--- src/rtl/wave_pkg.sv ---
// Shared encodings for the XY wave generator.
package wave_pkg;

  localparam int unsigned MODE_W = 2;

  typedef enum logic [MODE_W-1:0] {
    MODE_TRI  = 2'd0,
    MODE_SAW  = 2'd1,
    MODE_SQR  = 2'd2,
    MODE_HOLD = 2'd3
  } mode_e;

endpackage

--- src/rtl/xy_wave_gen_if.sv ---
// Configuration offer channel: valid/ready handshake plus the config fields.
interface xy_wave_gen_if
  import wave_pkg::*;
#(
  parameter int unsigned WIDTH = 8,
  parameter int unsigned DIV_W = 8
);

  logic             cfg_valid;
  logic             cfg_ready;
  mode_e            cfg_mode;
  logic [WIDTH-1:0] cfg_step;
  logic [DIV_W-1:0] cfg_div;
  logic [WIDTH-1:0] cfg_yphase;

  modport master (
    output cfg_valid, cfg_mode, cfg_step, cfg_div, cfg_yphase,
    input  cfg_ready
  );

  modport slave (
    input  cfg_valid, cfg_mode, cfg_step, cfg_div, cfg_yphase,
    output cfg_ready
  );

endinterface

--- src/rtl/wave_channel.sv ---
// One waveform channel: counter, direction bit, step rules and registered DAC mux.
module wave_channel
  import wave_pkg::*;
#(
  parameter int unsigned      WIDTH   = 8,
  parameter logic [WIDTH-1:0] RST_VAL = '0
) (
  input  logic             clk,
  input  logic             reset,
  input  logic             tick_i,
  input  logic             load_i,
  input  logic [WIDTH-1:0] load_val_i,
  input  mode_e            mode_i,
  input  mode_e            out_mode_i,
  input  logic [WIDTH-1:0] step_i,
  output logic [WIDTH-1:0] dac_o,
  output logic             wrap_c_o
);

  localparam logic [WIDTH-1:0] MAX = '1;

  logic [WIDTH-1:0] cnt_q, cnt_d;
  logic [WIDTH-1:0] dac_q, dac_d;
  logic             up_q, up_d;
  logic [WIDTH:0]   sum_c;
  logic             frozen_c;

  // Frame boundary: triangle/square turn at zero, sawtooth carry-out.
  always_comb begin
    sum_c    = {1'b0, cnt_q} + {1'b0, step_i};
    frozen_c = (mode_i == MODE_HOLD) || (step_i == '0);
    wrap_c_o = 1'b0;
    if (!frozen_c) begin
      if (mode_i == MODE_SAW) begin
        wrap_c_o = sum_c[WIDTH];
      end else begin
        wrap_c_o = !up_q && (cnt_q <= step_i);
      end
    end
  end

  // Next counter state; a load overrides any tick in the same cycle.
  always_comb begin
    cnt_d = cnt_q;
    up_d  = up_q;
    if (load_i) begin
      cnt_d = load_val_i;
      up_d  = 1'b1;
    end else if (tick_i && !frozen_c) begin
      if (mode_i == MODE_SAW) begin
        cnt_d = sum_c[WIDTH-1:0];
        up_d  = 1'b1;
      end else if (up_q) begin
        if ((MAX - cnt_q) <= step_i) begin
          cnt_d = MAX;
          up_d  = 1'b0;
        end else begin
          cnt_d = cnt_q + step_i;
        end
      end else begin
        if (cnt_q <= step_i) begin
          cnt_d = '0;
          up_d  = 1'b1;
        end else begin
          cnt_d = cnt_q - step_i;
        end
      end
    end
    dac_d = cnt_d;
    if (out_mode_i == MODE_SQR) begin
      dac_d = up_d ? MAX : '0;
    end
  end

  always_ff @(posedge clk or posedge reset) begin
    if (reset) begin
      cnt_q <= RST_VAL;
      up_q  <= 1'b1;
      dac_q <= RST_VAL;
    end else begin
      cnt_q <= cnt_d;
      up_q  <= up_d;
      dac_q <= dac_d;
    end
  end

  assign dac_o = dac_q;

endmodule

--- src/rtl/xy_wave_gen.sv ---
// XY waveform generator: prescaler, shadow config with handshake, two channels.
module xy_wave_gen
  import wave_pkg::*;
#(
  parameter int unsigned WIDTH = 8,
  parameter int unsigned DIV_W = 8
) (
  input  logic             clk,
  input  logic             reset,
  input  logic             enable,
  xy_wave_gen_if.slave     cfg,
  output logic [WIDTH-1:0] xdac,
  output logic [WIDTH-1:0] ydac,
  output logic             frame_start
);

  localparam logic [WIDTH-1:0] MID = {1'b1, {(WIDTH-1){1'b0}}};

  mode_e            mode_q, mode_d, sh_mode_q, sh_mode_d;
  logic [WIDTH-1:0] step_q, step_d, sh_step_q, sh_step_d;
  logic [DIV_W-1:0] div_q, div_d, sh_div_q, sh_div_d;
  logic [WIDTH-1:0] yph_q, yph_d, sh_yph_q, sh_yph_d;
  logic [DIV_W-1:0] presc_q, presc_d;
  logic             ready_q, ready_d;
  logic             fs_q, fs_d;

  logic tick_c, boundary_c, apply_c, capture_c, x_wrap_c, y_wrap_unused;

  always_comb begin
    tick_c     = enable && (presc_q == div_q);
    boundary_c = tick_c && x_wrap_c;
    capture_c  = cfg.cfg_valid && ready_q;
    // A pending config waits for a frame boundary unless the generator is idle.
    apply_c    = !ready_q &&
                 (boundary_c || (mode_q == MODE_HOLD) || (step_q == '0) || !enable);

    sh_mode_d = sh_mode_q;
    sh_step_d = sh_step_q;
    sh_div_d  = sh_div_q;
    sh_yph_d  = sh_yph_q;
    mode_d    = mode_q;
    step_d    = step_q;
    div_d     = div_q;
    yph_d     = yph_q;
    presc_d   = presc_q;
    ready_d   = ready_q;
    fs_d      = apply_c || boundary_c;

    if (capture_c) begin
      sh_mode_d = cfg.cfg_mode;
      sh_step_d = cfg.cfg_step;
      sh_div_d  = cfg.cfg_div;
      sh_yph_d  = cfg.cfg_yphase;
      ready_d   = 1'b0;
    end

    if (apply_c) begin
      mode_d  = sh_mode_q;
      step_d  = sh_step_q;
      div_d   = sh_div_q;
      yph_d   = sh_yph_q;
      presc_d = '0;
      ready_d = 1'b1;
    end else if (enable) begin
      presc_d = tick_c ? '0 : presc_q + DIV_W'(1);
    end
  end

  always_ff @(posedge clk or posedge reset) begin
    if (reset) begin
      mode_q    <= MODE_TRI;
      step_q    <= WIDTH'(1);
      div_q     <= '0;
      yph_q     <= MID;
      sh_mode_q <= MODE_TRI;
      sh_step_q <= WIDTH'(1);
      sh_div_q  <= '0;
      sh_yph_q  <= MID;
      presc_q   <= '0;
      ready_q   <= 1'b1;
      fs_q      <= 1'b0;
    end else begin
      mode_q    <= mode_d;
      step_q    <= step_d;
      div_q     <= div_d;
      yph_q     <= yph_d;
      sh_mode_q <= sh_mode_d;
      sh_step_q <= sh_step_d;
      sh_div_q  <= sh_div_d;
      sh_yph_q  <= sh_yph_d;
      presc_q   <= presc_d;
      ready_q   <= ready_d;
      fs_q      <= fs_d;
    end
  end

  wave_channel #(.WIDTH(WIDTH), .RST_VAL('0)) u_x (
    .clk        (clk),
    .reset      (reset),
    .tick_i     (tick_c),
    .load_i     (apply_c),
    .load_val_i ('0),
    .mode_i     (mode_q),
    .out_mode_i (mode_d),
    .step_i     (step_q),
    .dac_o      (xdac),
    .wrap_c_o   (x_wrap_c)
  );

  wave_channel #(.WIDTH(WIDTH), .RST_VAL(MID)) u_y (
    .clk        (clk),
    .reset      (reset),
    .tick_i     (tick_c),
    .load_i     (apply_c),
    .load_val_i (sh_yph_q),
    .mode_i     (mode_q),
    .out_mode_i (mode_d),
    .step_i     (step_q),
    .dac_o      (ydac),
    .wrap_c_o   (y_wrap_unused)
  );

  assign cfg.cfg_ready = ready_q;
  assign frame_start   = fs_q;

endmodule

--- src/flat_wrapper.sv ---
// flat-port wrapper written by rule: the top's interface ports become plain ports
module xy_wave_gen_flat import wave_pkg::*;
#(
  parameter int unsigned WIDTH = 8,
  parameter int unsigned DIV_W = 8
)
  (clk, reset, enable, xdac, ydac, frame_start, cfg_cfg_valid, cfg_cfg_mode, cfg_cfg_step, cfg_cfg_div, cfg_cfg_yphase, cfg_cfg_ready);
  xy_wave_gen_if #(.WIDTH(WIDTH), .DIV_W(DIV_W)) cfg_i ();
  input  logic clk;
  input  logic reset;
  input  logic enable;
  output logic [WIDTH-1:0] xdac;
  output logic [WIDTH-1:0] ydac;
  output logic frame_start;
  input wire logic [$bits(cfg_i.cfg_valid)-1:0] cfg_cfg_valid;
  input wire logic [$bits(cfg_i.cfg_mode)-1:0] cfg_cfg_mode;
  input wire logic [$bits(cfg_i.cfg_step)-1:0] cfg_cfg_step;
  input wire logic [$bits(cfg_i.cfg_div)-1:0] cfg_cfg_div;
  input wire logic [$bits(cfg_i.cfg_yphase)-1:0] cfg_cfg_yphase;
  output wire logic [$bits(cfg_i.cfg_ready)-1:0] cfg_cfg_ready;
  assign cfg_i.cfg_valid = cfg_cfg_valid;
  assign cfg_i.cfg_mode = cfg_cfg_mode;
  assign cfg_i.cfg_step = cfg_cfg_step;
  assign cfg_i.cfg_div = cfg_cfg_div;
  assign cfg_i.cfg_yphase = cfg_cfg_yphase;
  assign cfg_cfg_ready = cfg_i.cfg_ready;
  xy_wave_gen #(.WIDTH(WIDTH), .DIV_W(DIV_W)) u_core (.clk(clk), .reset(reset), .enable(enable), .cfg(cfg_i), .xdac(xdac), .ydac(ydac), .frame_start(frame_start));
endmodule
--- config.mk ---
export PLATFORM = sky130hd
export DESIGN_NAME = xy_wave_gen_flat
export DESIGN_NICKNAME = d
export VERILOG_FILES = /design/src/rtl/wave_pkg.sv /design/src/rtl/xy_wave_gen_if.sv /design/src/rtl/wave_channel.sv /design/src/rtl/xy_wave_gen.sv /design/src/flat_wrapper.sv
export SDC_FILE = /design/constraint.sdc
export NUM_CORES = 1
export LEC_CHECK = 0
export CAP_MARGIN = 15
export CORE_MARGIN = 2
export CORE_UTILIZATION = 40
export DETAILED_ROUTE_END_ITERATION = 8
export MAX_ROUTING_LAYER = met4
export SLEW_MARGIN = 5
export SYNTH_ARGS = -nofsm -noshare
export SYNTH_HDL_FRONTEND = slang
export SYNTH_SLANG_ARGS = --single-unit
--- constraint.sdc ---
create_clock -name clk -period 3.2 [get_ports clk]
set_input_delay 0.32 -clock clk [delete_from_list [all_inputs] [get_ports clk]]
set_output_delay 0.32 -clock clk [all_outputs]
set_load 0.02 [all_outputs]
==> flow_metrics.py, run 1 <==
metrics = {
    "yosys": {
        "synth_compound_area_share_pct": 18.9,
        "syn_avg_cell_area_um2": 9.86,
        "yosysUniqueCellTypes": 70,
        "synth-xor-area-share_pct": 2.75,
        "synthSimpleGateAreaFrac_pct": 14.1,
        "synthCells": 582,
        "muxShareOfSynthArea_pct": 8.29,
        "synth_top_family_by_area": "compound AO/OA/AOI/OAI gates",
        "netlist_area_mm2": 0.00574,
        "yosysSeqAreaShare_pct": 38.6,
        "synth-async-reset-ratio_pct": 100,
        "synth_ff_type": "dfrtp_1",
        "syn_nets": 664,
        "synth_adder_area_share_pct": 11.9,
        "synth_seq_cells": 88,
        "synth_warnings": 0,
        "synth_edf_count": 0,
    },
    "detailed_routing": {
        "drc_errors": 0,
        "viasPerCell": 5.51,
        "drt-initial-drc-count": 424,
        "drtAntennaViolNets": 0,
        "routed_wl_um": 15300,
        "drtPass1Iterations": 5,
        "wire_per_inst_um": 18.4,
        "vias": 4593,
    },
    "clock_tree": {
        "cts_tree": "done",
        "cts_made_buffers": 9,
        "root_buffer": "clkbuf_16",
        "cts.path.max_buffers": 2,
        "path_clk_slew_ns": 0.07,
        "cts_hold_buf": 0,
        "cts_max_level": 3,
        "clk_latency_ns": 0.34,
        "clock-sinks": 88,
    },
    "critical_path": {
        "critical-path-max-stage-delay_ns": 0.47,
        "critPathSlowestCell": "nor4_2",
        "arrival_ns": 3.31,
        "cp_max_fo": 8,
        "crit_required_ns": 3.45,
        "path_cells": "inv_1 -> ha_1 -> nor4_2 -> o31ai_2 -> a311o_1 -> a41o_4 -> o21ai_2 -> buf_4 -> nand2_1 -> o21ai_1",
        "cp-start-kind": "flip-flop",
        "crit_path_start": "u_core.u_x.cnt_q[7]",
        "reg2reg_slack_ns": 0.14,
        "crit_type": "flip-flop to flip-flop",
        "r2r-start": "u_core.u_x.cnt_q[7]",
        "crit_path_end_kind": "flip-flop",
    },
    "timing": {
        "post-route-period-util_pct": 95.6,
        "finalSetupViolCount": 0,
        "fmax_mhz": 327,
        "hold_viol": 0,
        "skew_ns": 0.00945,
        "slew_violations": 0,
        "period_needed_ns": 3.06,
        "max-slew-margin-rel_pct": 52.7,
        "hold_ws_ns": 0.419,
        "tightest_slew_ns": 0.709,
    },
    "cells_and_area": {
        "nets": 730,
        "final_common_cell": "dfrtp_1",
        "antenna_cells": 0,
        "drive_gt1_share_pct": 18.2,
        "regArea_mm2": 0.00221,
        "final_util_pct": 49.5,
        "syn2layout_area_growth_pct": 20.1,
        "nFillCells": 1310,
        "mostFrequentLayoutCells": "dfrtp_1 (80), nand2_1 (49), ha_1 (48)",
        "multi_input_area_mm2": 0.00322,
    },
    "grt": {
        "grt_overflow": 0,
        "grt_pass1_vias": 4490,
        "grt_max_degree": 53,
        "grt.total_usage_pct": 21.5,
        "grt_pass1_wl_um": 24100,
        "antenna_found_initial": 0,
    },
    "floorplan": {
        "fp.dieH_um": 124,
        "coreArea_mm2": 0.0139,
        "start_util_pct": 41.2,
        "rows": 43,
        "fp.dieW_um": 124,
        "io_pins": 48,
        "die_area_mm2": 0.0153,
    },
    "job": {
        "cap_violations": 0,
    },
    "placed_design": {
        "place.gp.congestion": 0.947,
        "io_buffers": 47,
        "dp_hpwl_um": 12000,
    },
    "power": {
        "leakage_nw": 3.05,
        "powerDensity_mw_per_mm2": 1030,
        "peakVddDrop_mv": 0.386,
    },
    "outcome": {
        "outcome": "finished clean",
    },
    "min_path": {
        "hold_class": "input pin to asynchronous set/reset pin",
    },
}
-- per-layer routing --
metal	track usage, %	routed length (um)	vias to the layer above
li1	-	-	2209
met2	33.3	7170	113
met5	-	0	-
met1	29.3	7220	2254
met4	6.96	227	0
met3	2.84	687	17
-- per-stage QoR --
stage / TNS [ns] / worst slack, ns / power, mW / cells / instance area, um^2
finish: 0 / 0.139 / 7.12 / 833 / 6890
CTS: 0 / 0.00751 / 7.09 / 832 / 6870
global route: -0.00190 / -0.00190 / 7.63 / 833 / 6890
global placement: -0.0370 / -0.0333 / 5.86 / 816 / 6540
floorplan: 0 / 0.346 / 4.63 / 582 / 5740
detailed placement: -0.152 / -0.0849 / 5.89 / 816 / 6540
-- where the power goes --
part | switching (mW) | total (mW) | internal (mW) | leakage [nW]
sequential | 0.376 | 1.97 | 1.60 | 1.06
clock | 0.464 | 1.17 | 0.710 | 0.159
combinational | 2.22 | 3.97 | 1.75 | 1.83
total | 3.06 | 7.12 | 4.06 | 3.05
-- worst max-delay path: cells and delay by family, from the launching register on --
kind                       cells  cell delay, ns
AOI/OAI and AO/OA              5            1.22
and+or+nand+nor                2            0.60
adders and majority gates      1            0.44
DFF                            1            0.41
buffers and inverters          2            0.29
-- final cells by class --
cell class	instances	share of cell area (%)
Clock inverter	6	1.31
Inverter	41	2.25
Multi-Input combinational cell	426	46.8
Clock buffer	10	3.47
Timing Repair Buffer	82	10.8
Sequential cell	88	32.1
Tap cell	180	3.27
-- cells in the mapped netlist (5+ instances only) --
library cell,count,share of area [%]
mux2_4,7,1.8
nor3_1,12,1.0
a211oi_1,8,1.0
buf_2,10,0.87
o31ai_1,5,0.65
nand2b_1,8,0.87
xor2_1,13,2.0
clkbuf_1,9,0.59
mux2_2,32,6.3
a22oi_1,9,1.2
nor2b_1,8,0.87
o21ai_1,8,0.70
buf_6,5,0.98
dfrtp_1,80,35
o211ai_1,8,1.0
nand3_1,10,0.87
inv_1,40,2.6
nand2_1,49,3.2
dfstp_2,8,3.7
a31oi_1,7,0.76
xnor2_1,5,0.76
a21o_1,9,1.2
ha_1,48,10
a21oi_1,26,2.3
o21ai_0,31,2.7
nor2_1,39,2.6
-- logic make-up after synthesis --
group           count (synthesis)
simple gates                  161
compound gates                155
flops                          88
buf+inv                        68
fa+ha+maj                      52
mux                            40
xor+xnor                       18
-- what timing repair did --
item	in CTS	in global routing
setup endpoints to repair	2	11
resized for setup	1	5
buffers inserted	0	1
pin swaps	0	1
-- flip-flops by register name, summed over array words and instances (netlist names), 2 cells and up --
signal / count
u_core.u_y.dac_o: 8
u_core.u_y.cnt_q: 8
u_core.u_x.dac_o: 8
u_core.div_q: 8
u_core.u_x.cnt_q: 8
u_core.sh_mode_q: 2
u_core.sh_yph_q: 8
u_core.step_q: 8
u_core.mode_q: 2
u_core.presc_q: 8
u_core.sh_step_q: 8
u_core.sh_div_q: 8
-- final timing paths --
kind / end / depth (start not counted)
max in group asynchronous: u_core.u_y.cnt_q[7] / 3
worst min-delay path: u_core.presc_q[3] / 2
worst min register to register: u_core.div_q[1] / 1
worst max-delay path: u_core.u_x.dac_o[3] / 10
worst max register to register: u_core.u_x.dac_o[3] / 10
min in group clk: u_core.div_q[1] / 1
(Power assumes the default switching activity.)
==> run 2: changes to the inputs <==
--- a/config.mk
+++ b/config.mk
@@ -5,6 +5,7 @@
 export SDC_FILE = /design/constraint.sdc
 export NUM_CORES = 1
 export LEC_CHECK = 0
+export ABC_CLOCK_PERIOD_IN_PS = 3200
 export CAP_MARGIN = 15
 export CORE_MARGIN = 2
 export CORE_UTILIZATION = 40
==> results of run 2 <==
Final layout, timing and power as in run 1 (identical DEF).
